--- config.mk ---
export PLATFORM = sky130hd
export DESIGN_NAME = seg7_scan_ctrl_flat
export DESIGN_NICKNAME = d
export VERILOG_FILES = /design/src/rtl/seg7_pkg.sv /design/src/rtl/seg7_scan_ctrl_if.sv /design/src/rtl/refresh_prescaler.sv /design/src/rtl/seg7_scan_ctrl.sv /design/src/flat_wrapper.sv
export SDC_FILE = /design/constraint.sdc
export NUM_CORES = 1
export LEC_CHECK = 0
export BUFFER_PORTS_ARGS = -buffer_cell sky130_fd_sc_hd__clkbuf_2
export CORE_MARGIN = 1
export CORE_UTILIZATION = 45
export CTS_CLUSTER_SIZE = 20
export DETAILED_ROUTE_END_ITERATION = 10
export GPL_ROUTABILITY_DRIVEN = 0
export PLACE_DENSITY = 0.66
export RECOVER_POWER = 50
export SYNTH_ARGS = -nofsm -noshare
export SYNTH_HDL_FRONTEND = slang
export SYNTH_SLANG_ARGS = --single-unit
--- constraint.sdc ---
create_clock -name clk -period 3 [get_ports clk]
set_input_delay 0.75 -clock clk [delete_from_list [all_inputs] [get_ports clk]]
set_output_delay 0.75 -clock clk [all_outputs]
set_load 0.01 [all_outputs]
--- src/rtl/seg7_pkg.sv ---
// rtl/seg7_pkg.sv - shared constants, digit index type and digit helpers for the scan controller
package seg7_pkg;
  localparam int NUM_DIGITS = 4;
  localparam int DIGIT_W = 4;
  localparam logic [DIGIT_W-1:0] BLANK_CODE = 4'hF;

  typedef logic [1:0] digit_idx_t;

  function automatic logic [DIGIT_W-1:0] digit_of(logic [15:0] v, digit_idx_t idx);
    case (idx)
      2'd0:    return v[15:12];
      2'd1:    return v[11:8];
      2'd2:    return v[7:4];
      default: return v[3:0];
    endcase
  endfunction

  // Rightmost digit is never a leading zero so an all-zero value still shows "0".
  function automatic logic is_leading_zero(logic [15:0] v, digit_idx_t idx);
    case (idx)
      2'd0:    return v[15:12] == 4'd0;
      2'd1:    return v[15:8] == 8'd0;
      2'd2:    return v[15:4] == 12'd0;
      default: return 1'b0;
    endcase
  endfunction
endpackage

--- src/rtl/seg7_scan_ctrl_if.sv ---
// rtl/seg7_scan_ctrl_if.sv - load/display-side signal bundle between score logic and scan controller
interface seg7_scan_ctrl_if;
  import seg7_pkg::*;

  logic                 load;
  logic [15:0]          value_bcd;
  logic                 blank_lz;
  logic                 disp_en;
  digit_idx_t           en_out;
  logic [DIGIT_W-1:0]   bcd_out;
  logic                 frame_tick;
  logic                 pending;

  modport master (
    output load, value_bcd, blank_lz, disp_en,
    input  en_out, bcd_out, frame_tick, pending
  );

  modport slave (
    input  load, value_bcd, blank_lz, disp_en,
    output en_out, bcd_out, frame_tick, pending
  );
endinterface

--- src/rtl/refresh_prescaler.sv ---
// rtl/refresh_prescaler.sv - free-running divider marking the last cycle of each digit dwell
module refresh_prescaler #(
  parameter int REFRESH_DIV = 100000,
  parameter int CNT_W = 20
) (
  input  logic clk,
  input  logic rst_n,
  output logic dwell_end
);
  localparam logic [CNT_W-1:0] LAST = CNT_W'(REFRESH_DIV - 1);

  logic [CNT_W-1:0] cnt;

  assign dwell_end = (cnt == LAST);

  always_ff @(posedge clk or negedge rst_n) begin
    if (!rst_n) begin
      cnt <= '0;
    end else if (dwell_end) begin
      cnt <= '0;
    end else begin
      cnt <= cnt + 1'b1;
    end
  end
endmodule

--- src/rtl/seg7_scan_ctrl.sv ---
// rtl/seg7_scan_ctrl.sv - four-digit seven-segment scan controller with frame-aligned value updates
module seg7_scan_ctrl
  import seg7_pkg::*;
#(
  parameter int REFRESH_DIV = 100000,
  parameter int CNT_W = 20
) (
  input  logic             clk,
  input  logic             rst_n,
  seg7_scan_ctrl_if.slave  bus
);
  logic        dwell_end;
  logic        frame_end;
  digit_idx_t  digit_q;
  logic        tick_q;
  logic        pend_flag_q;
  logic [16:0] pend_q;
  logic [16:0] disp_q;
  logic        den_q;
  logic [DIGIT_W-1:0] bcd_sel;

  refresh_prescaler #(
    .REFRESH_DIV (REFRESH_DIV),
    .CNT_W       (CNT_W)
  ) u_prescaler (
    .clk       (clk),
    .rst_n     (rst_n),
    .dwell_end (dwell_end)
  );

  assign frame_end = dwell_end && (digit_q == 2'd3);

  always_ff @(posedge clk or negedge rst_n) begin
    if (!rst_n) begin
      digit_q <= 2'd0;
      tick_q  <= 1'b0;
      den_q   <= 1'b0;
    end else begin
      if (dwell_end) begin
        digit_q <= digit_q + 2'd1;
      end
      tick_q <= frame_end;
      den_q  <= bus.disp_en;
    end
  end

  // A load coinciding with frame_end goes straight to the display; otherwise it waits in pend_q.
  always_ff @(posedge clk or negedge rst_n) begin
    if (!rst_n) begin
      pend_q      <= '0;
      pend_flag_q <= 1'b0;
      disp_q      <= '0;
    end else if (frame_end) begin
      if (bus.load) begin
        disp_q <= {bus.blank_lz, bus.value_bcd};
      end else if (pend_flag_q) begin
        disp_q <= pend_q;
      end
      pend_flag_q <= 1'b0;
    end else if (bus.load) begin
      pend_q      <= {bus.blank_lz, bus.value_bcd};
      pend_flag_q <= 1'b1;
    end
  end

  always_comb begin
    bcd_sel = digit_of(disp_q[15:0], digit_q);
    if (!den_q) begin
      bcd_sel = BLANK_CODE;
    end else if (disp_q[16] && is_leading_zero(disp_q[15:0], digit_q)) begin
      bcd_sel = BLANK_CODE;
    end
  end

  assign bus.en_out     = digit_q;
  assign bus.bcd_out    = bcd_sel;
  assign bus.frame_tick = tick_q;
  assign bus.pending    = pend_flag_q;
endmodule
--- src/flat_wrapper.sv ---
// flat-port wrapper written by rule: the top's interface ports become plain ports
module seg7_scan_ctrl_flat import seg7_pkg::*;
#(
  parameter int REFRESH_DIV = 100000,
  parameter int CNT_W = 20
)
  (clk, rst_n, bus_load, bus_value_bcd, bus_blank_lz, bus_disp_en, bus_en_out, bus_bcd_out, bus_frame_tick, bus_pending);
  seg7_scan_ctrl_if bus_i ();
  input  logic clk;
  input  logic rst_n;
  input wire logic [$bits(bus_i.load)-1:0] bus_load;
  input wire logic [$bits(bus_i.value_bcd)-1:0] bus_value_bcd;
  input wire logic [$bits(bus_i.blank_lz)-1:0] bus_blank_lz;
  input wire logic [$bits(bus_i.disp_en)-1:0] bus_disp_en;
  output wire logic [$bits(bus_i.en_out)-1:0] bus_en_out;
  output wire logic [$bits(bus_i.bcd_out)-1:0] bus_bcd_out;
  output wire logic [$bits(bus_i.frame_tick)-1:0] bus_frame_tick;
  output wire logic [$bits(bus_i.pending)-1:0] bus_pending;
  assign bus_i.load = bus_load;
  assign bus_i.value_bcd = bus_value_bcd;
  assign bus_i.blank_lz = bus_blank_lz;
  assign bus_i.disp_en = bus_disp_en;
  assign bus_en_out = bus_i.en_out;
  assign bus_bcd_out = bus_i.bcd_out;
  assign bus_frame_tick = bus_i.frame_tick;
  assign bus_pending = bus_i.pending;
  seg7_scan_ctrl #(.REFRESH_DIV(REFRESH_DIV), .CNT_W(CNT_W)) u_core (.clk(clk), .rst_n(rst_n), .bus(bus_i));
endmodule
==> flow_metrics.py <==
metrics = {
    "status": {
        "outcome": "finished, violations left",
        "failed_checks": "capacitance limit, slew limit",
    },
    "synth": {
        "syn_inst": 269,
        "syn-mean-instance-area_sq_um": 10.69,
        "ys_ff_latch": 59,
        "synth-compound-area-share_pct": 12.40,
        "synthMuxAreaShare_pct": 6.658,
        "syn_nets": 296,
        "yosys.area_share.simple_pct": 17.89,
        "synth_xor_area_share_pct": 5.483,
        "netlist_area_sq_um": 2875,
        "yosysWarningCount": 0,
        "yosysSeqAreaShare_pct": 51.35,
        "synth.distinct_cells": 36,
        "synthAdderAreaFrac_pct": 2.611,
        "synth_top_family_by_area": "simple AND/OR/NAND/NOR gates",
    },
    "hold_path": {
        "holdCritPathClass": "reg -> reg",
        "worstHoldPathCells": 1,
    },
    "layout": {
        "fill_cells": 568,
        "n_antenna_cell": 0,
        "finalNetCount": 329,
        "layout.cells.non_filler": 381,
        "regArea_sq_um": 1476,
        "layout_common_cells": "59 x dfrtp_1, 34 x nor2_1, 27 x clkbuf_2",
        "areaGrowthSynthToFinish_pct": 13.19,
        "design_area_sq_um": 3254,
        "final_common_cell": "dfrtp_1",
        "drive_gt1_share_pct": 23.20,
        "multiInputGateArea_sq_um": 1295,
    },
    "detailed_routing": {
        "num_vias": 2173,
        "ant_nets": 0,
        "drtIter0Drc": 116,
        "wl_met3_um": 375,
        "top_layer": "met4",
        "routed_wl_um": 6431,
        "dr.pass1.iters": 5,
        "met2WireLength_um": 2985,
        "viasPerCell": 5.703,
        "met1_length_um": 2984,
        "route.detailed.drc": 0,
        "routedWlPerCell_um": 16.88,
    },
    "timing": {
        "rsz0062_at_grt": "false",
        "slew_violations": 34,
        "setup-tns-final_ps": 0,
        "finalCritPeriodShare_pct": 89.87,
        "relSlewSlack_pct": -21.63,
        "hold_viol": 0,
        "tightest_slew_ps": 1824,
        "setup_ws_ps": 303.8,
        "fin_worst_skew_ps": 12.97,
        "setup_viol": 0,
        "finalCriticalPeriod_ps": 2696,
        "clock.fmax_ghz": 0.3709,
    },
    "die": {
        "die_area_sq_um": 6713,
        "ios": 29,
        "core_sq_um": 6026,
        "std_cell_rows": 28,
        "start_util_pct": 47.72,
        "die_h_um": 81.94,
        "die_w_um": 81.94,
    },
    "clock_network": {
        "cts_buffer_depth": 2,
        "cts_buffers": 9,
        "cts_htree_levels": 3,
        "cts_tree": "done",
        "cts_setup_buffers": 0,
        "ctsHoldBuffers": 0,
        "cts.sinks": 59,
        "path_clk_slew_ps": 60,
        "clock_latency_ps": 330,
        "cts_root_buffer": "clkbuf_8",
        "post_cts_resized": 0,
    },
    "critical_path": {
        "crit_type": "reg -> out",
        "cp.required_ps": 2250,
        "crit_fanout": 5,
        "cp.arrival_ps": 1950,
        "end_kind": "primary output",
        "critPathLaunchType": "register",
        "worstRegToRegCells": 5,
    },
    "global_route": {
        "grt_max_degree": 34,
        "gr-usage-all-layers_pct": 21.23,
        "grt.overflow.total": 0,
        "antenna_found_initial": 0,
        "grt_pass1_vias": 2126,
        "grt_pass1_wl_um": 10490,
    },
    "placed_design": {
        "pre_cts_slack_ps": 620.1,
        "place_area_sq_um": 3092,
        "dpl.hpwl_um": 4410,
        "dp_cells": 366,
        "numPortBuffers": 28,
    },
    "pwr": {
        "power_density_nw_per_um2": 487.8,
        "p_leak_uw": 0.001501,
        "peakVddDrop_mv": 0.3308,
    },
    "flow_run": {
        "maxCapViolations": 1,
    },
}
-- logic make-up after synthesis --
family | Yosys count
adders and majority gates | 6
DFF | 59
AOI/OAI and AO/OA | 46
xor gates and xnor gates | 18
and+or+nand+nor | 102
muxes | 17
buffers and inverters | 21
-- stage by stage --
step	utilization (%)	total power, uW	hold slack (ps)
4_1_cts	54.22	1605	476.7
3_5_place_dp	51.31	931.8	465.0
5_1_grt	54.01	1651	492.6
2_1_floorplan	-	885.9	434.3
3_3_place_gp	51.31	928.9	448.7
6_report	54.01	1588	471.6
-- layer usage --
metal	up-vias	global-route usage [%]
li1	1044	-
met1	1053	28.39
met2	67	32.64
met3	9	5.111
met4	0	9.123
met5	-	0
-- worst max-delay path, cell delays in order (launching register included) --
cell       delay (ps)
dfrtp_1           430
inv_1             110
ha_1              260
a21oi_1           160
nor2_1             70
o2111ai_1         330
nand3_1           120
clkbuf_2          140
-- state kept, by name (all words and copies together) (netlist names) --
name / cells
u_core.bus.en_out: 2
u_core.bus.frame_tick: 1
u_core.bus.pending: 1
u_core.den_q: 1
u_core.disp_q: 17
u_core.pend_q: 17
u_core.u_prescaler.cnt: 20
-- path summary, 6_finish.rpt --
kind	start	end	slack (ps)
min	u_core.u_prescaler.cnt[19]$_DFF_PN0_	u_core.u_prescaler.cnt[19]$_DFF_PN0_	470
max in group asynchronous	rst_n	u_core.u_prescaler.cnt[9]$_DFF_PN0_	630
min reg2reg	u_core.u_prescaler.cnt[19]$_DFF_PN0_	u_core.u_prescaler.cnt[19]$_DFF_PN0_	470
max	u_core.bus.en_out[0]$_DFFE_PN0N_	bus_bcd_out[3]	300
max reg2reg	u_core.u_prescaler.cnt[6]$_DFF_PN0_	u_core.disp_q[10]$_DFFE_PN0P_	610
min in group asynchronous	rst_n	u_core.pend_q[2]$_DFFE_PN0P_	900
-- synth_stat cells, drive strengths merged --
master	count	area [sq um]
xnor2	11	96.34
and3	3	18.77
nor2	34	127.6
and2	1	6.260
and4	1	8.760
mux2	17	191.4
nand2	14	52.55
ha	6	75.07
nand2b	1	6.260
or4	4	33.78
a222oi	4	40.04
o21ai	6	30.03
o22ai	1	6.260
or2	1	6.260
xor2	7	61.31
nor2b	1	6.260
a31oi	1	6.260
clkbuf	8	31.28
dfrtp	59	1476
nand4	7	43.79
buf	6	46.29
nand3	11	55.05
nor3	19	100.1
inv	7	26.28
and3b	1	8.760
o2111ai	1	8.760
nor4	4	40.04
a21oi	17	85.08
o221a	16	180.2
-- power by group --
group | total [uW] | switching [uW] | leakage (uW) | internal [uW]
clock | 674 | 297 | 0.0000902 | 377
combinational | 82.8 | 48.2 | 0.000647 | 34.6
sequential | 830 | 11.0 | 0.000764 | 819
-- cell type report --
class	count	area share (%)
clock buffer	12	4.152
timing repair buffer	36	5.767
inverter	7	0.8074
multi-input combinational	189	39.79
sequential	59	45.37
tap	75	2.884
clock inverter	3	1.230
(Power assumes the default switching activity.)
